`config.mk`:
```
export PLATFORM = sky130hd
export DESIGN_NAME = forward_hazard_ctl
export DESIGN_NICKNAME = d
export VERILOG_FILES = /design/src/rtl/forward_hazard_ctl.sv
export SDC_FILE = /design/constraint.sdc
export NUM_CORES = 1
export LEC_CHECK = 0
export BUFFER_PORTS_ARGS = -buffer_cell sky130_fd_sc_hd__buf_4
export CAP_MARGIN = 10
export CORE_ASPECT_RATIO = 1.75
export CORE_MARGIN = 2
export CORE_UTILIZATION = 44
export DETAILED_ROUTE_END_ITERATION = 6
export HOLD_SLACK_MARGIN = 0.05
export PLACE_DENSITY = 0.81
export SETUP_SLACK_MARGIN = 0.2
export SLEW_MARGIN = 30
export SYNTH_ARGS = -nofsm -noshare
export SYNTH_HDL_FRONTEND = slang
export SYNTH_SLANG_ARGS = --single-unit
```
`constraint.sdc`:
```
create_clock -name CLK -period 2.07 [get_ports CLK]
set_clock_uncertainty 0.15 [all_clocks]
set_input_delay 0.207 -clock CLK [delete_from_list [all_inputs] [get_ports CLK]]
set_output_delay 0.207 -clock CLK [all_outputs]
set_load 0.02 [all_outputs]
```
`src/rtl/forward_hazard_ctl.sv`:
```
// EXE-stage forwarding and load-use/MEM-wait hazard control beside ID.
// Optional statistics counters are compiled in when FWD_STATS_EN is defined.
module forward_hazard_ctl #(
    parameter int REG_W = 5,
    parameter int CNT_W = 32
) (
    input  logic             CLK,
    input  logic             RESET,
    input  logic             ID_Valid_IN,
    input  logic [REG_W-1:0] ID_rs_IN,
    input  logic [REG_W-1:0] ID_rt_IN,
    input  logic             ID_UsesRs_IN,
    input  logic             ID_UsesRt_IN,
    input  logic [REG_W-1:0] ID_WriteRegister_IN,
    input  logic             ID_RegWrite_IN,
    input  logic             ID_MemRead_IN,
    input  logic             MEM_Ready_IN,
    output logic [1:0]       Fwd2ALU_opA_ctl,
    output logic [1:0]       Fwd2ALU_opB_ctl,
    output logic             STALL_ID_OUT,
    output logic             BUBBLE_EXE_OUT,
    output logic             FREEZE_OUT,
    output logic [CNT_W-1:0] Fwd_Count_OUT,
    output logic [CNT_W-1:0] Stall_Count_OUT
);

    typedef enum logic [1:0] {
        RUN        = 2'd0,
        LOAD_STALL = 2'd1,
        MEM_WAIT   = 2'd2
    } state_t;

    localparam logic [1:0] CTL_RF  = 2'b00;
    localparam logic [1:0] CTL_EXE = 2'b01;
    localparam logic [1:0] CTL_MEM = 2'b10;

    state_t r_state;
    state_t r_savedState;
    state_t w_nextState;
    state_t w_effState;

    logic [REG_W-1:0] r_exDst;
    logic             r_exRw;
    logic             r_exMr;
    logic [REG_W-1:0] r_mmDst;
    logic             r_mmRw;

    logic [1:0] r_ctlA;
    logic [1:0] r_ctlB;

    logic       w_useA;
    logic       w_useB;
    logic       w_exWriter;
    logic       w_mmWriter;
    logic       w_matchExA;
    logic       w_matchExB;
    logic       w_matchMmA;
    logic       w_matchMmB;
    logic       w_hazard;
    logic       w_freeze;
    logic       w_advance;
    logic       w_bubble;
    logic [1:0] w_nextA;
    logic [1:0] w_nextB;

    // A waiting pipe resumes exactly where it left off, including a pending load stall.
    assign w_effState = (r_state == MEM_WAIT) ? r_savedState : r_state;

    assign w_useA     = ID_Valid_IN && ID_UsesRs_IN && (ID_rs_IN != '0);
    assign w_useB     = ID_Valid_IN && ID_UsesRt_IN && (ID_rt_IN != '0);
    assign w_exWriter = r_exRw && (r_exDst != '0);
    assign w_mmWriter = r_mmRw && (r_mmDst != '0);
    assign w_matchExA = w_useA && w_exWriter && (ID_rs_IN == r_exDst);
    assign w_matchExB = w_useB && w_exWriter && (ID_rt_IN == r_exDst);
    assign w_matchMmA = w_useA && w_mmWriter && (ID_rs_IN == r_mmDst);
    assign w_matchMmB = w_useB && w_mmWriter && (ID_rt_IN == r_mmDst);

    assign w_hazard  = (w_effState == RUN) && r_exMr && (w_matchExA || w_matchExB);
    assign w_freeze  = !MEM_Ready_IN;
    assign w_advance = !w_freeze;
    assign w_bubble  = w_advance && w_hazard;

    // A load result is never available from EXE/MEM, so a load match falls through to MEM/WB.
    always_comb begin
        w_nextA = CTL_RF;
        w_nextB = CTL_RF;
        if (w_matchExA && !r_exMr) begin
            w_nextA = CTL_EXE;
        end else if (w_matchMmA) begin
            w_nextA = CTL_MEM;
        end
        if (w_matchExB && !r_exMr) begin
            w_nextB = CTL_EXE;
        end else if (w_matchMmB) begin
            w_nextB = CTL_MEM;
        end
    end

    always_ff @(posedge CLK) begin
        if (RESET) begin
            r_state      <= RUN;
            r_savedState <= RUN;
        end else begin
            r_state <= w_nextState;
            if (w_freeze && (r_state != MEM_WAIT)) begin
                r_savedState <= r_state;
            end
        end
    end

    always_comb begin
        w_nextState = r_state;
        if (w_freeze) begin
            w_nextState = MEM_WAIT;
        end else if (w_effState == RUN) begin
            w_nextState = w_hazard ? LOAD_STALL : RUN;
        end else begin
            w_nextState = RUN;
        end
    end

    always_comb begin
        STALL_ID_OUT   = 1'b0;
        BUBBLE_EXE_OUT = 1'b0;
        FREEZE_OUT     = 1'b0;
        if (!RESET) begin
            STALL_ID_OUT   = w_bubble;
            BUBBLE_EXE_OUT = w_bubble;
            FREEZE_OUT     = w_freeze;
        end
    end

    always_ff @(posedge CLK) begin
        if (RESET) begin
            r_exDst <= '0;
            r_exRw  <= 1'b0;
            r_exMr  <= 1'b0;
            r_mmDst <= '0;
            r_mmRw  <= 1'b0;
            r_ctlA  <= CTL_RF;
            r_ctlB  <= CTL_RF;
        end else if (w_advance) begin
            r_mmDst <= r_exDst;
            r_mmRw  <= r_exRw;
            if (w_bubble || !ID_Valid_IN) begin
                r_exDst <= '0;
                r_exRw  <= 1'b0;
                r_exMr  <= 1'b0;
            end else begin
                r_exDst <= ID_WriteRegister_IN;
                r_exRw  <= ID_RegWrite_IN;
                r_exMr  <= ID_MemRead_IN;
            end
            r_ctlA <= w_bubble ? CTL_RF : w_nextA;
            r_ctlB <= w_bubble ? CTL_RF : w_nextB;
        end
    end

    assign Fwd2ALU_opA_ctl = r_ctlA;
    assign Fwd2ALU_opB_ctl = r_ctlB;

`ifdef FWD_STATS_EN
    logic [CNT_W-1:0] r_fwdCount;
    logic [CNT_W-1:0] r_stallCount;

    always_ff @(posedge CLK) begin
        if (RESET) begin
            r_fwdCount   <= '0;
            r_stallCount <= '0;
        end else begin
            if (w_advance && !w_bubble && ((w_nextA != CTL_RF) || (w_nextB != CTL_RF))) begin
                r_fwdCount <= r_fwdCount + CNT_W'(1);
            end
            if (w_bubble || w_freeze) begin
                r_stallCount <= r_stallCount + CNT_W'(1);
            end
        end
    end

    assign Fwd_Count_OUT   = r_fwdCount;
    assign Stall_Count_OUT = r_stallCount;
`else
    assign Fwd_Count_OUT   = '0;
    assign Stall_Count_OUT = '0;
`endif

endmodule

```
### Yosys cells after proc, flatten, opt, wreduce, memory -nomap -nowiden

Index checks and enable logic that the tools add are counted.

* output and inout bits: 71
* register bits: 21

* bitwise operators: 2
* reductions and logical operators: 31
* equality and inequality tests: 6
* muxes and demuxes: 15

Operators with widths (number)
* $eq A5 B5 Y1: 4
* $logic_and A1 B1 Y1: 20
* $reduce_bool A5 Y1: 4
* $mux W2: 8
* $mux W1: 6
* $mux W5: 1
* $logic_not A1 Y1: 3
* $reduce_or A3 Y1: 1
* $eq A2 B2 Y1 const B: 1
* $logic_not A2 Y1: 1
* $logic_or A1 B1 Y1: 2
* $ne A2 B2 Y1 const B: 1
* $not A1 Y1: 2

### Logic depth before layout (Yosys ltp)

* depth after elaboration: 9
* gate-level depth with buffers: 7
* depth with buffers taken out: 5

### Least setup slack after synthesis

Ideal clock, no wire load.

* path kind: register -> output
* start: register r_exDst[3]
* end: output port STALL_ID_OUT
* cell stages (with the launch flop): 8
* setup slack: -0.014 ns
* arrival time: 1.727 ns
* path buffers: 2
* cells stage by stage: dfxtp_1 > xor2_1 > nor3_1 > nand4_1 > a21oi_2 > buf_6 > nor2b_1 > buf_4

* word-level cells in the longest chain between the ends: 8

Ends and longest elaborated chain
* start, declared: RTL line 42 `logic [REG_W-1:0] r_exDst;`
* start signal, assigned: RTL line 150 `r_exDst <= ID_WriteRegister_IN;`
* $reduce_bool A5 Y1: RTL line 71 `assign w_exWriter = r_exRw && (r_exDst != '0);`
* $logic_and A1 B1 Y1: RTL line 71
* $logic_and A1 B1 Y1, on equally long branches (2 in a row): RTL line 73, 74
* $logic_or A1 B1 Y1 *: RTL line 78 `assign w_hazard = (w_effState == RUN) && r_exMr && (w_matchExA || w_matchExB);`
* $logic_and A1 B1 Y1 *: RTL line 78
* $logic_and A1 B1 Y1 *: RTL line 81 `assign w_bubble = w_advance && w_hazard;`
* $mux W1 *
* end, declared: RTL line 20 `output logic STALL_ID_OUT,`

Mark *: on every way between the ends. The rest lies on a longest branch, timed or not.

### Worst setup path after layout

* start: register r_exDst[4]
* end: output port STALL_ID_OUT

* word-level cells in the longest chain between the ends: 8

Ends and longest elaborated chain
* $reduce_bool A5 Y1: RTL line 71
* $logic_and A1 B1 Y1: RTL line 71
* $logic_and A1 B1 Y1, on equally long branches (2 in a row): RTL line 73, 74
* $logic_or A1 B1 Y1 *: RTL line 78
* $logic_and A1 B1 Y1 *: RTL line 78
* $logic_and A1 B1 Y1 *: RTL line 81
* $mux W1 *: RTL line 126 `if (!RESET) begin`

Marked as above.

==> results.yml <==
timing:
  period_share: 0.966
  fin_ws_ns: 0.0704
  setup_viol: 0
  max_freq_mhz: 500
  fin_crit_ns: 2.00
  finalHoldViolCount: 0
  rsz0062_at_grt: "true"
  slew_violations: 0
clock_tree:
  clk_path_buf_depth: 2
  cts_num_sinks: 21
  numCtsBuffers: 3
  h-tree-depth: 1
  postCtsHoldBufs: 0
  cts_tree: "yes"
  cts_root_buf: "clkbuf_8"
  clk_pin_slew_ns: 0.07
  clkLatencyLatePin_ns: 0.25
yosys:
  synth.most_common_cell: "buf_4"
  async_flop_share: 0
  synth_edf_count: 0
  ys_types: 29
  yosysSeqAreaShare: 0.265
  synth-seq-cells: 21
  synth_top_area_share: 0.307
  synth_commonest_cells: "buf_4 (65), dfxtp_1 (21), xor2_1 (16)"
  synth_area_mm2: 0.00159
  yosys_warnings: 0
  synth.largest_area_cell: "buf_4"
  syn_inst: 195
  yosys_most_used_dff: "dfxtp_1"
  yosys-top-cells-area: "buf_4 (31%), dfxtp_1 (26%), xor2_1 (8.8%)"
  avgSynthCellArea_um2: 8.15
critical_path:
  path_buf_inv: 1
  critical-path-max-stage-delay_ns: 0.37
  cp-end-kind: "primary output"
  crit_path_cell_trace: "xor2_2 -> nor3_2 -> nand4_1 -> a21oi_2 -> nor2b_4 -> buf_6"
  required_ns: 1.71
  critPathLaunchType: "flip-flop"
  cpMaxStageDelayCell: "dfxtp_4"
  critPathKind: "reg -> out"
  worstPathMaxFanout: 4
  worst_ep_arrival_time_ns: 1.64
  cpLargestDelayFamily: "simple AND/OR/NAND/NOR gates"
finish:
  fin_nets: 252
  stdcell_count: 273
  antenna_cells: 0
  area_growth_syn_to_layout_pct: 9.37
  drive_gt1_frac: 0.232
  fill_cells: 366
drt:
  wirelength_mm: 3.14
  route.detailed.drc: 0
  post_drt_wl_per_cell_um: 11.5
  num_vias: 1241
  vias_per_cell: 4.55
  detailedRoute.firstIterationViolations: 41
  postRouteAntennaNets: 0
  first_pass_iters: 4
floorplan:
  core_mm2: 0.00343
  pin_count: 94
  fp.dieW_um: 49.4
  num_rows: 28
  die-area_mm2: 0.00413
  die_h_um: 83.5
  start_util: 0.463
power:
  ir_drop_mv: 0.298
  p_per_area_mw_per_mm2: 526
  power_leakage_nw: 0.851
place:
  routabilityCongestion: 0.961
  dp_slack_ns: 0.148
  dp_cells: 264
  numPortBuffers: 29
  dp_hpwl_mm: 2.45
global_routing:
  grt_overflow: 0
  grt_pass1_wl_mm: 4.88
  grt_usage: 0.152
  grt_pass1_vias: 1081
  grt_start_max_net_pins: 18
  antenna_found_initial: 0
worst_hold_path:
  hp-class: "in -> reg"
status:
  status: "completed"
run:
  cap_violations: 0
[report_power, final]
part | leakage (nW) | total [mW] | internal [mW] | switching [mW]
logic | 0.652 | 0.232 | 0.0651 | 0.167
registers | 0.173 | 0.424 | 0.412 | 0.0119
clock network | 0.0255 | 0.259 | 0.134 | 0.125
[area by class of cell]
| class | count | area [um^2] | share of cell area |
|---|---|---|---|
| repair buffers | 37 | 289 | 0.166 |
| clock buffers | 3 | 41.3 | 0.0238 |
| multi-input cells | 165 | 911 | 0.524 |
| inverters | 1 | 3.75 | 0.00216 |
| clock inverters | 1 | 5.00 | 0.00288 |
| flip-flops and latches | 21 | 432 | 0.248 |
| well taps | 45 | 56.3 | 0.0324 |
[cells in the final DEF, fill, tap and decap left out, types with 2 or more instances in the layout]
master and n:
dfxtp_4 2, nand2_1 10, a21o_1 2, buf_4 34, or3_1 2, xor2_1 15
o21ai_1 2, o21ai_0 7, nand4_1 7, buf_6 3, and3_1 2, dfxtp_1 16
dfxtp_2 3, a21oi_1 3, nor2_1 11, nand2b_1 3, nand3_1 7, mux2i_1 6
nor3_1 3, o311a_1 2, conb_1 64, xnor2_1 4, nor3_2 2, clkbuf_8 3
nor2b_1 4
[state kept, by name (all words and copies together), names as in the netlist]
signal / flops
Fwd2ALU_opA_ctl: 2
Fwd2ALU_opB_ctl: 2
r_exDst: 5
r_exMr: 1
r_exRw: 1
r_mmDst: 5
r_mmRw: 1
r_savedState: 2
r_state: 2
[kinds of logic after synthesis]
family	after synthesis	synth area share
buf+inv	72	0.328
xor+xnor	20	0.110
flops	21	0.265
simple gates	54	0.169
mux	6	0.0378
compound gates	21	0.0874
other cells	1	0.00236
[metal layers]
metal	vias up	track usage	routed length (um)	share of wire
met5	-	0	0	0
met4	0	0.104	136	0.043
met3	12	0.0143	238	0.076
met2	83	0.285	1660	0.53
met1	561	0.151	1100	0.35
li1	585	-	-	-
[repair_timing]
item | 4_1_cts | 5_1_grt
resized for setup | 5 | 11
hold endpoints to repair | 0 | 0
pin swaps | 4 | 6
setup buffers | 2 | 3
endpoints found under the setup margin | 2 | 10
[metrics by stage]
step / hold WS [ns] / utilization / power, mW / setup TNS, ns / instance area (um^2)
final: 0.0596 / 0.506 / 0.915 / 0 / 1740
after global routing: 0.0729 / 0.506 / 0.958 / -0.0511 / 1740
after CTS: 0.0681 / 0.489 / 0.912 / 0 / 1680
after detailed placement: 0.299 / 0.469 / 0.655 / 0 / 1610
after global placement: 0.288 / 0.469 / 0.655 / 0 / 1610
after floorplan: 0.129 / - / 0.686 / 0 / 1830
[worst min-delay path, cell delays in order]
cell and delay [ns]:
buf_4 0.11, nand3_1 0.07, o21ai_1 0.05
[path summary, 6_finish.rpt]
kind / startpoint / cells after the start / slack [ns] / to
max: r_exDst[4] / 6 / 0.07 / STALL_ID_OUT
min: ID_WriteRegister_IN[1] / 3 / 0.06 / r_exDst[1]
max reg2reg: r_exDst[4] / 8 / 0.28 / r_exDst[0]
min reg2reg: r_savedState[1] / 2 / 0.32 / r_savedState[1]
Power figures use the tool's default switching activity.
